==> config.mk <==
export PLATFORM = sky130hd
export DESIGN_NAME = load_scoreboard
export DESIGN_NICKNAME = d
export VERILOG_FILES = /design/src/rtl/load_scoreboard.sv
export SDC_FILE = /design/constraint.sdc
export NUM_CORES = 1
export LEC_CHECK = 0
export CAP_MARGIN = 15
export CORE_MARGIN = 1.5
export CORE_UTILIZATION = 38
export CTS_BUF_LIST = sky130_fd_sc_hd__clkbuf_4 sky130_fd_sc_hd__clkbuf_8 sky130_fd_sc_hd__clkbuf_16
export DETAILED_ROUTE_END_ITERATION = 16
export PLACE_DENSITY_LB_ADDON = 0.08
export SYNTH_ARGS = -nofsm -noshare
export SYNTH_HDL_FRONTEND = slang
export SYNTH_SLANG_ARGS = --single-unit
==> constraint.sdc <==
create_clock -name clk -period 2.3 [get_ports clk]
set_input_delay 0.575 -clock clk [delete_from_list [all_inputs] [get_ports clk]]
set_output_delay 0.575 -clock clk [all_outputs]
set_load 0.05 [all_outputs]
==> src/rtl/load_scoreboard.sv <==
// Load scoreboard: single-outstanding load issue, per-register busy tracking,
// decode stall generation and write-back arbitration. Optional macro: LOAD_TIMEOUT_EN.
module load_scoreboard #(
   parameter int unsigned DATA_WIDTH     = 16,
   parameter int unsigned TIMEOUT_CYCLES = 255
) (
   input  logic                  clk,
   input  logic                  reset,
   input  logic [2:0]            reg_read_adr1_d,
   input  logic [2:0]            reg_read_adr2_d,
   input  logic [2:0]            reg_write_adr_d,
   input  logic                  reg_write_d,
   input  logic                  mem_to_reg_d,
   input  logic                  load_issue_e,
   input  logic [2:0]            load_adr_e,
   output logic                  mem_req,
   input  logic                  mem_ack,
   input  logic [DATA_WIDTH-1:0] mem_rdata,
   input  logic                  reg_write_w,
   output logic                  wb_valid,
   output logic [2:0]            wb_adr,
   output logic [DATA_WIDTH-1:0] wb_data,
   output logic                  stall_sb,
   output logic [7:0]            busy_mask,
   output logic                  timeout_err
);

   localparam int unsigned NREG = 8;
   localparam int unsigned AW   = 3;

   typedef enum logic [1:0] {IDLE, WAIT_ACK, WB_PEND} state_t;

   state_t                r_state, w_state_nxt;
   logic [AW-1:0]         r_dest, w_dest_nxt;
   logic [DATA_WIDTH-1:0] r_data, w_data_nxt;
   logic [NREG-1:0]       r_busy, w_busy_nxt;
   logic                  r_mem_req;
   logic                  w_wb_valid;

`ifdef LOAD_TIMEOUT_EN
   localparam int unsigned CNT_W = (TIMEOUT_CYCLES > 255) ? $clog2(TIMEOUT_CYCLES + 1) : 8;
   logic [CNT_W-1:0] r_cnt, w_cnt_nxt;
   logic             r_err;
   logic             w_timeout;
`endif

   // Next-state, busy bookkeeping and write-port arbitration
   always_comb begin
      w_state_nxt = r_state;
      w_dest_nxt  = r_dest;
      w_data_nxt  = r_data;
      w_busy_nxt  = r_busy;
      w_wb_valid  = 1'b0;
`ifdef LOAD_TIMEOUT_EN
      w_cnt_nxt   = r_cnt;
      w_timeout   = 1'b0;
`endif
      case (r_state)
         IDLE: begin
            if (load_issue_e) begin
               w_dest_nxt             = load_adr_e;
               w_busy_nxt[load_adr_e] = 1'b1;
               w_state_nxt            = WAIT_ACK;
`ifdef LOAD_TIMEOUT_EN
               w_cnt_nxt              = '0;
`endif
            end
         end
         WAIT_ACK: begin
            if (mem_ack) begin
               w_data_nxt  = mem_rdata;
               w_state_nxt = WB_PEND;
            end
`ifdef LOAD_TIMEOUT_EN
            else if (r_cnt == CNT_W'(TIMEOUT_CYCLES - 1)) begin
               w_timeout          = 1'b1;
               w_busy_nxt[r_dest] = 1'b0;
               w_state_nxt        = IDLE;
            end else begin
               w_cnt_nxt = r_cnt + CNT_W'(1);
            end
`endif
         end
         WB_PEND: begin
            // W-stage writes own the port; the load result waits.
            if (!reg_write_w) begin
               w_wb_valid         = 1'b1;
               w_busy_nxt[r_dest] = 1'b0;
               w_state_nxt        = IDLE;
            end
         end
         default: w_state_nxt = IDLE;
      endcase
   end

   always_ff @(posedge clk or posedge reset) begin
      if (reset) begin
         r_state   <= IDLE;
         r_dest    <= '0;
         r_data    <= '0;
         r_busy    <= '0;
         r_mem_req <= 1'b0;
      end else begin
         r_state   <= w_state_nxt;
         r_dest    <= w_dest_nxt;
         r_data    <= w_data_nxt;
         r_busy    <= w_busy_nxt;
         r_mem_req <= (w_state_nxt == WAIT_ACK);
      end
   end

`ifdef LOAD_TIMEOUT_EN
   always_ff @(posedge clk or posedge reset) begin
      if (reset) begin
         r_cnt <= '0;
         r_err <= 1'b0;
      end else begin
         r_cnt <= w_cnt_nxt;
         r_err <= r_err | w_timeout;
      end
   end

   assign timeout_err = r_err;
`else
   // No timeout hardware; the parameter only keeps the interface uniform.
   assign timeout_err = 1'b0 & (TIMEOUT_CYCLES == 0);
`endif

   assign mem_req   = r_mem_req;
   assign wb_valid  = w_wb_valid;
   assign wb_adr    = r_dest;
   assign wb_data   = r_data;
   assign busy_mask = r_busy;

   assign stall_sb = r_busy[reg_read_adr1_d]
                   | r_busy[reg_read_adr2_d]
                   | (reg_write_d & r_busy[reg_write_adr_d])
                   | (mem_to_reg_d & (r_state != IDLE))
                   | (load_issue_e & ((load_adr_e == reg_read_adr1_d) |
                                      (load_adr_e == reg_read_adr2_d)));

endmodule

==> flow_summary.json <==
{
  "status": "finished with violations",
  "violations": "setup timing",
  "setup_viol": 1,
  "routed_wl_um": 4290,
  "coreArea_mm2": 0.00400,
  "synthTopCellsByCount": "30 x dfrtp_1, 19 x mux2_2, 7 x nor2_1",
  "slew_headroom": 0.652,
  "synthFlopType": "dfrtp_1",
  "io_buffers": 64,
  "dr.pass1.iters": 4,
  "io_pins": 66,
  "nFillCells": 302,
  "cts_htree_levels": 2,
  "drc": 0,
  "drt_first_iter_violations": 42,
  "rsz0062_at_grt": "yes",
  "grt_start_max_net_pins": 22,
  "fp.dieArea_mm2": 0.00459,
  "overflow": 0,
  "drt-wirelength-per-cell_um": 15.7,
  "synth_area_leaders": "dfrtp_1 47%, mux2_2 13%, mux4_2 4.2%, mux4_1 3.3%, o31ai_1 2.8%",
  "synth_cells": 128,
  "post-route-period-util": 1.13,
  "fin_cells": 274,
  "postRouteAntennaNets": 0,
  "clkTransAtPathRegs_ns": 0.06,
  "p_per_area_mw_per_mm2": 1400,
  "cp_top_family": "buffers and inverters",
  "grt_pass1_vias": 1506,
  "holdPathEnd": "wb_data[7]",
  "hold_depth": 1,
  "startpoint_type": "primary input",
  "die_w_um": 67.7,
  "yosys_warnings": 0,
  "nets": 258,
  "worstSetupPathType": "primary input to output port",
  "r2r_end": "busy_mask[0]",
  "yosysUniqueCellTypes": 37,
  "slew_violations": 0,
  "synth_seq_area_share": 0.472,
  "synth_seq_cells": 30,
  "hold_viol": 0,
  "crit_buf_inv": 3,
  "grt_use_total": 0.205,
  "clockBufferDepth": 2,
  "worstPathRequired_ns": 1.73,
  "vias": 1434,
  "numPlacedInstances": 264,
  "netlist.area_leader.share": 0.472,
  "synthMostInstantiatedCell": "dfrtp_1",
  "slowest_delay_ns": 0.32,
  "drt-vias-per-instance": 5.23,
  "grt_pass1_wl_um": 6790,
  "power.total_mw": 3.66,
  "root_buffer": "clkbuf_8",
  "hp-class": "register to register",
  "diodes": 0,
  "setup_ws_ns": -0.297,
  "crit_top_cell": "buf_4",
  "finalCriticalPeriod_ns": 2.60,
  "dieHeight_um": 67.7,
  "cts_tree": "done",
  "path_max_fanout": 2,
  "r2r-start": "r_state[0]",
  "place_congestion": 0.821,
  "layout-drive-gt1-share": 0.379,
  "synth_area_per_cell_um2": 12.4,
  "cts_sinks": 30,
  "antenna_found_initial": 0,
  "cap_viol_max_count": 0,
  "clk_latency_ns": 0.27,
  "place_hpwl_um": 3370,
  "rows": 23,
  "syn_area_mm2": 0.00159,
  "path_cells": "clkdlybuf4s15_1 > buf_4 > mux4_2 > nor2b_4 > a2111oi_4 > o211ai_1 > buf_4",
  "synth_edf_count": 0,
  "worst_pin_slew_ns": 0.521,
  "regToRegSetupSlack_ns": 0.59,
  "cts_buffers": 5,
  "end_kind": "output port",
  "arrival_ns": 2.02,
  "start_util": 0.398,
  "synth.net_count": 163,
  "area.growth.synth_to_final_pct": 64.3,
  "p_leak_nw": 1.09,
  "timing.fmax_mhz": 385,
  "crit_path_top_delay_cell": "a2111oi_4",
  "yosys.area.top_type": "dfrtp_1",
  "ir_drop_v": 0.000927,
  "reg2reg_depth": 4,
  "skew_ns": 0.00357,
  "min_from": "wb_data[7]",
  "async_flop_share": 1.00
}
repair_timing:
item,CTS,global route
pin swaps,5,1
buffers inserted,2,0
endpoints found under the setup margin,1,1
hold buffers,0,0
gates resized for setup,24,0
flip-flops by register name, indices dropped and copies added (netlist names):
register,count
busy_mask,8
r_state,2
mem_req,1
wb_adr,3
wb_data,16
layout by cell type, fill, tap and decap left out, drive strengths merged, types with 3 or more instances in the layout:
cell,netlist,final
dfrtp,30,30
mux2,21,21
clkdlybuf4s50,0,52
mux4,5,5
mux2i,3,3
clkbuf,3,7
buf,5,39
nand2,6,6
nor2,7,7
xor2,4,4
dlygate4sd2,0,4
o21ai,3,3
o31ai,6,6
inv,3,3
a32o,4,4
area by class of cell:
class	instances	area, µm²	area share
clock buffer	7	90.1	0.0344
clock inverter	1	5.00	0.00191
inverter	3	11.3	0.00431
multi-input combinational	87	803	0.307
sequential	30	761	0.291
tap	50	62.6	0.0239
timing repair buffer	96	882	0.337
metal layers:
layer,vias up,part of all wire,global-route usage
met5,-,0,0
met3,14,0.070,0.0583
met4,0,0.031,0.117
met2,58,0.50,0.339
li1,669,-,-
met1,693,0.40,0.237
cells by family after synthesis:
group | synth area share
AND/OR/NAND/NOR | 0.112
flip-flops | 0.472
multiplexers | 0.245
AO/OA/AOI/OAI | 0.116
buffers and inverters | 0.0299
XOR/XNOR | 0.0220
other | 0.00236
stage by stage:
| step | setup WS [ns] | utilization | hold WS (ns) | area (µm²) | TNS (ns) |
|---|---|---|---|---|---|
| 2_1_floorplan | -0.231 | - | 0.595 | 1590 | -0.231 |
| 3_5_place_dp | -0.745 | 0.625 | 0.487 | 2500 | -0.771 |
| 6_report | -0.297 | 0.654 | 0.497 | 2620 | -0.297 |
| 3_3_place_gp | -0.656 | 0.625 | 0.472 | 2500 | -0.693 |
| 4_1_cts | -0.322 | 0.654 | 0.505 | 2620 | -0.322 |
| 5_1_grt | -0.379 | 0.654 | 0.526 | 2620 | -0.379 |
power breakdown:
part	switching [mW]	internal, mW
Sequential	0.190	0.790
Combinational	1.31	0.929
Clock	0.186	0.253
how the worst max path moves through the flow:
stage / from / cells past startpoint / end
2_1_floorplan: reg_read_adr1_d[1] / 4 / stall_sb
3_3_place_gp: reg_read_adr1_d[1] / 6 / stall_sb
3_5_place_dp: reg_read_adr1_d[1] / 6 / stall_sb
4_1_cts: busy_mask[6] / 5 / stall_sb
5_1_grt: busy_mask[6] / 5 / stall_sb
6_report: reg_read_adr2_d[0] / 7 / stall_sb
No activity file was read; power rests on OpenSTA's default activity.
